### src/rtl/adc_pkg.sv
// Shared widths, parameter defaults and FSM encoding for the XADC window averager.
package adc_pkg;
   localparam int              SAMPLE_W        = 12;
   localparam int              LOG2_N_DEF      = 4;
   localparam int              CAPTURE_DLY_DEF = 4;
   localparam logic [11:0]     HYST_DEF        = 12'd32;

   typedef enum logic {
      ST_IDLE = 1'b0,
      ST_WAIT = 1'b1
   } state_t;
endpackage

### src/rtl/adc_hyst_cmp.sv
// Registered threshold comparator with hysteresis, updated only when en_i pulses.
// Latency 1 cycle from en_i; no backpressure.
module adc_hyst_cmp
   import adc_pkg::*;
#(
   parameter logic [SAMPLE_W-1:0] HYST = HYST_DEF
) (
   input  logic                clk_i,
   input  logic                reset_i,
   input  logic                en_i,
   input  logic [SAMPLE_W-1:0] avg_i,
   input  logic [SAMPLE_W-1:0] thr_i,
   output logic                above_o
);

   logic [SAMPLE_W-1:0] thr_low;

   // Lower threshold saturates at zero instead of wrapping for small thresholds.
   assign thr_low = (thr_i >= HYST) ? (thr_i - HYST) : '0;

   always_ff @(posedge clk_i) begin
      if (reset_i) begin
         above_o <= 1'b0;
      end else if (en_i) begin
         if (avg_i >= thr_i)
            above_o <= 1'b1;
         else if (avg_i < thr_low)
            above_o <= 1'b0;
      end
   end

endmodule

### src/rtl/adc_window_avg.sv
// Windowed mean/min/max of XADC samples with a hysteresis comparator on the mean.
// Latency CAPTURE_DLY+1 cycles from the final eoc_i of a window; no backpressure, early eoc_i is dropped and flagged.
module adc_window_avg
   import adc_pkg::*;
#(
   parameter int                  LOG2_N      = LOG2_N_DEF,
   parameter int                  CAPTURE_DLY = CAPTURE_DLY_DEF,
   parameter logic [SAMPLE_W-1:0] HYST        = HYST_DEF
) (
   input  logic                clk_i,
   input  logic                reset_i,
   input  logic [15:0]         data_i,
   input  logic                eoc_i,
   input  logic [SAMPLE_W-1:0] thr_i,
   output logic [SAMPLE_W-1:0] avg_o,
   output logic                avg_valid_o,
   output logic [SAMPLE_W-1:0] min_o,
   output logic [SAMPLE_W-1:0] max_o,
   output logic                above_o,
   output logic                overrun_o
);

   localparam int                ACC_W    = SAMPLE_W + LOG2_N;
   localparam logic [3:0]        DLY_LOAD = 4'(CAPTURE_DLY - 1);
   localparam logic [LOG2_N-1:0] IDX_LAST = '1;

   state_t              state;
   logic [3:0]          cnt;
   logic [LOG2_N-1:0]   idx;
   logic [ACC_W-1:0]    acc;
   logic [SAMPLE_W-1:0] run_min;
   logic [SAMPLE_W-1:0] run_max;

   logic [SAMPLE_W-1:0] sample;
   logic [3:0]          unused_lsbs;
   logic                capture;
   logic                last;
   logic [ACC_W-1:0]    sum;
   logic [SAMPLE_W-1:0] avg_next;
   logic [SAMPLE_W-1:0] min_next;
   logic [SAMPLE_W-1:0] max_next;

   assign sample      = data_i[15:4];
   assign unused_lsbs = data_i[3:0];
   assign capture     = (state == ST_WAIT) && (cnt == 4'd0);
   assign last        = capture && (idx == IDX_LAST);
   assign sum         = acc + ACC_W'(sample);
   assign avg_next    = sum[ACC_W-1:LOG2_N];
   assign min_next    = (sample < run_min) ? sample : run_min;
   assign max_next    = (sample > run_max) ? sample : run_max;

   always_ff @(posedge clk_i) begin
      if (reset_i) begin
         state       <= ST_IDLE;
         cnt         <= 4'd0;
         idx         <= '0;
         acc         <= '0;
         run_min     <= '1;
         run_max     <= '0;
         avg_o       <= '0;
         min_o       <= '0;
         max_o       <= '0;
         avg_valid_o <= 1'b0;
         overrun_o   <= 1'b0;
      end else begin
         avg_valid_o <= last;

         case (state)
            ST_IDLE: begin
               if (eoc_i) begin
                  state <= ST_WAIT;
                  cnt   <= DLY_LOAD;
               end
            end
            ST_WAIT: begin
               if (cnt != 4'd0) begin
                  cnt <= cnt - 4'd1;
                  if (eoc_i)
                     overrun_o <= 1'b1;
               end else if (eoc_i) begin
                  // A new conversion landing on the capture cycle chains straight into the next wait.
                  cnt <= DLY_LOAD;
               end else begin
                  state <= ST_IDLE;
               end
            end
            default: state <= ST_IDLE;
         endcase

         if (capture) begin
            if (last) begin
               avg_o   <= avg_next;
               min_o   <= min_next;
               max_o   <= max_next;
               acc     <= '0;
               run_min <= '1;
               run_max <= '0;
               idx     <= '0;
            end else begin
               acc     <= sum;
               run_min <= min_next;
               run_max <= max_next;
               idx     <= idx + LOG2_N'(1);
            end
         end
      end
   end

   adc_hyst_cmp #(
      .HYST (HYST)
   ) u_hyst_cmp (
      .clk_i   (clk_i),
      .reset_i (reset_i),
      .en_i    (last),
      .avg_i   (avg_next),
      .thr_i   (thr_i),
      .above_o (above_o)
   );

endmodule

### config.mk
export PLATFORM = sky130hd
export DESIGN_NAME = adc_window_avg
export DESIGN_NICKNAME = d
export VERILOG_FILES = /design/src/rtl/adc_pkg.sv /design/src/rtl/adc_hyst_cmp.sv /design/src/rtl/adc_window_avg.sv
export SDC_FILE = /design/constraint.sdc
export NUM_CORES = 1
export LEC_CHECK = 0
export CORE_AREA = 10 10 112 114
export CTS_BUF_LIST = sky130_fd_sc_hd__clkbuf_2 sky130_fd_sc_hd__clkbuf_4 sky130_fd_sc_hd__clkbuf_8
export DETAILED_ROUTE_END_ITERATION = 16
export DIE_AREA = 0 0 122 124
export PLACE_DENSITY = 0.77
export SYNTH_ARGS = -nofsm -noshare
export SYNTH_HDL_FRONTEND = slang
export SYNTH_SLANG_ARGS = --single-unit
export TNS_END_PERCENT = 1
### constraint.sdc
create_clock -name clk_i -period 6.4 [get_ports clk_i]
set_clock_uncertainty 0.2 [all_clocks]
set_input_delay 1.92 -clock clk_i [delete_from_list [all_inputs] [get_ports clk_i]]
set_output_delay 1.92 -clock clk_i [all_outputs]
set_load 0.02 [all_outputs]
# Word level (Yosys, flattened, before mapping)
# Index checks and enable logic that the tools add are counted.
[word_totals]
out_inout_bits = 39
ramBits = 0
word_cells = 46
n_memories = 0
latchBits = 0
in_bits = 31
rom_bits = 0
ff_bits = 88
[classes]
addsub = 4
n_reduce_logical = 8
shift = 0
n_bitwise = 1
eq_ne = 1
n_lt_le_gt_ge = 5
div_mod_pow = 0
n_mul = 0
n_mux = 15
[ops]
columns = ["cell", "n"]
rows = [
  ["$mux 12", 5],
  ["$lt 12x12->1", 2],
  ["$add 16x12->16", 1],
  ["$mux 16", 1],
  ["$ge 12x12->1", 1],
  ["$ge 12x6->1 const B", 1],
  ["$gt 12x12->1", 1],
  ["$mux 4", 3],
  ["$sub 12x6->12 const B", 1],
  ["$pmux 4 s2", 1],
  ["$add 4x1->4 const B", 1],
  ["$eq 4x4->1 const B", 1],
  ["$logic_not 4->1", 1],
  ["$mux 1", 4],
  ["$reduce_and 2->1", 2],
  ["$reduce_bool 4->1", 1],
  ["$sub 4x1->4 const B", 1],
  ["$reduce_and 3->1", 1],
  ["$logic_and 1x1->1", 2],
  ["$pmux 1 s2", 1],
  ["$reduce_bool 2->1", 1],
  ["$not 1->1", 1],
]

# Longest topological paths before layout
[logic_depth]
word_depth = 5
mapped_depth = 19
depth_no_buf = 19

# Modules after synthesis
# From an unflattened synthesis, not the netlist that was laid out.
[hier_totals]
cells_unflattened = 591
hier_area_um2 = 5144.9
[modules_own_cells]
columns = ["mod", "area_each_um2", "cells_each", "seq_area_each_um2", "instances"]
rows = [
  ["adc_window_avg", 4421.7, 493, 1741.7, 1],
  ["adc_hyst_cmp", 723.2, 98, 20.0, 1],
]

# Least setup slack after synthesis
# No wires, ideal clock.
[synth_path]
path_kind = "input to register"
startpoint = "in data_i[4]"
endpoint = "reg u_hyst_cmp.above_o"
required_ns = 6.075
arrival_time_ns = 4.870
setup_ns = 0.125
path_stages = 19
n_path_buf = 0
slack_ns = 1.205
path_cell_list = "ha_1 inv_1 fa_1 nand2b_1 a21oi_1 o21ai_1 o211ai_1 a21o_1 nand3_1 xor2_1 inv_1 ha_1 a21o_1 a21oi_1 nand2_1 a21oi_1 o211a_1 a2bb2oi_2 nand3_1"
[synth_via]
elab_chain_cells = 4
elab_cells_between_ends = 6
cone_classes = "add/sub: 1; order compare: 2; mux: 1; reduce/logical: 2"
[synth_rtl]
columns = ["element", "line_no", "rtl"]
rows = [
  ["start, declared", "adc_window_avg.sv:12", "input logic [15:0] data_i,"],
  ["$add 16x12->16 (*)", "adc_window_avg.sv:47", "assign sum = acc + ACC_W'(sample);"],
  ["net sum[14]", "adc_window_avg.sv:38", "logic [ACC_W-1:0] sum;"],
  ["$lt 12x12->1 / $ge 12x12->1 (equally long branches)", "adc_hyst_cmp.sv:27, adc_hyst_cmp.sv:25", ""],
  ["$reduce_bool 2->1 (no line)", "-", ""],
  ["$reduce_and 2->1 (no line)", "-", ""],
  ["end signal, assigned", "adc_hyst_cmp.sv:23", "above_o <= 1'b0;"],
  ["end signal, assigned", "adc_hyst_cmp.sv:26", "above_o <= 1'b1;"],
  ["end signal, assigned", "adc_hyst_cmp.sv:28", "above_o <= 1'b0;"],
  ["end, declared", "adc_hyst_cmp.sv:13", "output logic above_o"],
]
# The timed path passes the listed nets; every way through them passes the cells marked *.
# A chain may end at the register's enable or synchronous reset.

# Worst setup path after layout
# Same ends and word-level chain as after synthesis.

==> run_results.csv <==
group,metric,value,unit
status,outcome,"completed",
synth,ys_seq_area_frac,0.3409,
pwr,seqPwrFrac,0.452,
cts,cts_resized,0,
final_layout,area_growth,20.73,%
synth,syn_area_per_cell,8.362,um^2
placement,gp_congestion,0.8694,
sta,setup_tns,0,ps
worst_setup_path,r2r_cells,19,
die,row_count,37,
cts,clkSlewWorstSetupHoldPaths,80,ps
global_routing,grt_use_met2,0.3015,
pwr,p_clk_frac,0.342,
global_routing,grt_use_met1,0.2023,
placement,io_buffers,65,
worst_setup_path,endpoint,"u_hyst_cmp.above_o",
pwr,power_switching_share,0.2788,
cts,cts_buffers,9,
synth,synthFlopType,"dfxtp_1",
worst_setup_path,path_class,"primary input to flop",
worst_setup_path,critPathSlowestCell,"clkdlybuf4s50_1",
hold_path,hold_path_class,"flop to flop",
worst_setup_path,slowest_delay,510,ps
worst_setup_path,crit_buf_inv,3,
worst_setup_path,startpoint,"data_i[4]",
global_routing,overflow,0,
die,fp.dieH,124,um
placement,dp_hpwl,9980,um
worst_setup_path,cp.depth,20,
run,drv_cap,0,
placement,placed_cell_area,6015,um^2
pwr,p_int,0.0009212,W
pwr,power.switching,0.0003561,W
final_layout,finalInstanceArea,6238,um^2
synth,synth_edf_count,0,
pwr,cellLeakagePower,2.738,nW
worst_setup_path,reg2reg_to,"u_hyst_cmp.above_o",
synth,synth.cell_area,5167,um^2
synth,yosysMostFrequentCell,"dfxtp_1",
sta,finalCritPeriodShare,0.9002,
synth,ys_warn_count,0,
detailed_routing,vias,4615,
cts,ctsHoldBuffers,0,
synth,synth.ff_latch_count,88,
cts,cts.htree.levels,3,
final_layout,nets,774,
global_routing,grt_pass1_vias,4599,
sta,setup_viol,0,
pwr,combPwrFrac,0.206,
global_routing,antenna_found_initial,0,
worst_setup_path,critPathCaptureType,"flop",
synth,ys_types,51,
synth,syn_nets,708,
worst_setup_path,crit_family,"compound AO/OA/AOI/OAI gates",
detailed_routing,wirelength,13010,um
global_routing,busiest_layer,"met2",
synth,synth.area.top_cells,"dfxtp_1 34%, ha_1 14%, nor2_1 5.2%, mux2i_1 4.8%, a211oi_1 4.4%",
sta,rsz0062_at_grt,"no",
synth,synth_top_area_cell,"dfxtp_1",
worst_setup_path,start_kind,"primary input",
pwr,peakVddDrop,0.09297,mV
die,ios,70,
sta,slew_headroom,0.3327,
cts,root_buffer,"clkbuf_8",
worst_setup_path,rr_startpoint,"acc[0]",
die,die_area,15130,um^2
die,fp.dieW,122,um
synth,syn_inst,618,
global_routing,use_met3,0.03258,
global_routing,grt_util_all_layers,0.1739,
global_routing,grt_first_pass_wirelength,21380,um
worst_setup_path,crit_required,6450,ps
synth,synth_common_cells,"88 x dfxtp_1, 71 x nor2_1, 58 x ha_1, 58 x nand2_1, 49 x inv_1",
final_layout,fin_util,0.6098,
detailed_routing,drtIter0Drc,346,
detailed_routing,first_pass_iters,5,
cts,cts_sinks,88,
detailed_routing,drc,0,
cts,cts_setup_buffers,0,
detailed_routing,vias_per_cell,5.601,
final_layout,num_antenna_cells,0,
synth,async_flop_share,0,
cts,cts_buffer_depth,2,
sta,hold_viol_final,0,
worst_setup_path,crit_arrival,5810,ps
worst_setup_path,crit_top_cell,"a21oi_1",
final_layout,final_layout_size_suffix_gt1_frac,0.06250,
sta,hold_slack,256.8,ps
sta,fmax,173.6,MHz
cts,clk_latency,370,ps
cts,cts_tree,"yes",
detailed_routing,ant_nets,0,
hold_path,worstHoldStart,"avg_o[3]",
global_routing,grt_start_max_net_pins,52,
sta,tightest_slew,1001,ps
detailed_routing,wl_per_cell,15.79,um
worst_setup_path,cp_cell_sequence,"clkdlybuf4s50_1 -> ha_1 -> inv_1 -> fa_1 -> nand2b_1 -> a21oi_1 -> o21ai_1 -> o211ai_1 -> a21o_1 -> nand3_1 -> xor2_1 -> inv_1 -> ha_1 -> a21o_1 -> a21oi_1 -> nand2_1 -> a21oi_1 -> o211a_1 -> a2bb2oi_2 -> nand3_1",
synth,netlist.area_leader.share,0.3409,
die,start_util,0.5051,
worst_setup_path,r2r_slack,2370,ps
pwr,powerDensity,204.8,nW/um^2
sta,timing.final.crit_period,5761,ps
die,core_area,10230,um^2
sta,drv_slew,0,
worst_setup_path,worstPathMaxFanout,4,
cell families (layout without fill, tap and decap cells):
family / count (synthesis) / in the layout / share of synthesized area
and+or+nand+nor: 189 / 189 / 0.1617
AOI/OAI and AO/OA: 157 / 157 / 0.2085
xor gates and xnor gates: 20 / 20 / 0.03390
muxes: 25 / 25 / 0.04843
buffers and inverters: 79 / 149 / 0.06005
DFF: 88 / 88 / 0.3409
adders and majority gates: 60 / 60 / 0.1465
tightest hold or removal path, delay by kind of cell, from the launching register on:
family,cells,cell delay (ps)
compound gates,1,50
simple gates,1,50
flops,1,310
layout by cell type (no fill, tap or decap), types with 3 or more instances in the layout:
cell type        Yosys  layout
a21oi_1             45      45
nand2_1             58      58
nand4_1              6       6
mux2i_1             25      25
clkbuf_8             0      11
o21ai_1              7       7
and2_1               3       3
a22oi_1              9       9
or3_1                3       3
xor2_1               7       7
nor3b_1              3       3
clkdlybuf4s50_1      0      64
nor3_1              14      14
dfxtp_1             88      88
inv_1               49      49
o21ai_0              7       7
a22o_1              12      12
nand2b_1             8       8
a211oi_1            30      30
buf_4                1      20
o211ai_1            14      14
nand3_1             12      12
a21o_1              14      14
xnor2_1             13      13
nor2_1              71      70
ha_1                58      58
layer usage:
metal	part of all wire	vias up
met5	0	-
met3	0.051	28
met2	0.48	122
li1	-	2307
met1	0.44	2158
met4	0.025	0
worst min path at each step:
| stage | end | cells after the start |
|---|---|---|
| after detailed placement | avg_o[3] | 2 |
| after global placement | acc[3] | 2 |
| after global routing | avg_o[3] | 2 |
| after floorplan | acc[0] | 2 |
| after CTS | avg_o[3] | 2 |
| final | avg_o[3] | 2 |
flip-flops by register name, summed over array words and instances, names as in the netlist:
signal              cells
avg_valid_o             1
min_o                  12
max_o                  12
u_hyst_cmp.above_o      1
idx                     4
overrun_o               1
acc                    16
state                   1
cnt                     4
avg_o                  12
run_max                12
run_min                12
stage by stage:
step | setup slack (ps) | std cells | total power [W]
3_3_place_gp | 406.1 | 809 | 0.0008359
4_1_cts | 721.1 | 824 | 0.001284
3_5_place_dp | 366.5 | 809 | 0.0008496
2_1_floorplan | 1205 | 618 | 0.0007658
6_report | 638.5 | 824 | 0.001277
5_1_grt | 361.0 | 824 | 0.001338
layout make-up:
| type | instances | area, um^2 |
|---|---|---|
| flip-flops and latches | 88 | 1762 |
| repair buffers | 85 | 795.8 |
| inverters | 49 | 183.9 |
| clock buffers | 12 | 158.9 |
| well taps | 136 | 170.2 |
| clock inverters | 3 | 65.06 |
| fillers | 882 | 3993 |
| multi-input cells | 451 | 3103 |
power by group through the flow:
stage	Combinational, W	Sequential, W	Clock, W
3_5_place_dp	0.000260	0.000590	0
4_1_cts	0.000262	0.000577	0.000445
6_report	0.000264	0.000577	0.000437
3_3_place_gp	0.000247	0.000589	0
2_1_floorplan	0.000179	0.000587	0
5_1_grt	0.000294	0.000580	0.000465
Note: power is estimated with default switching activity, not from simulation.
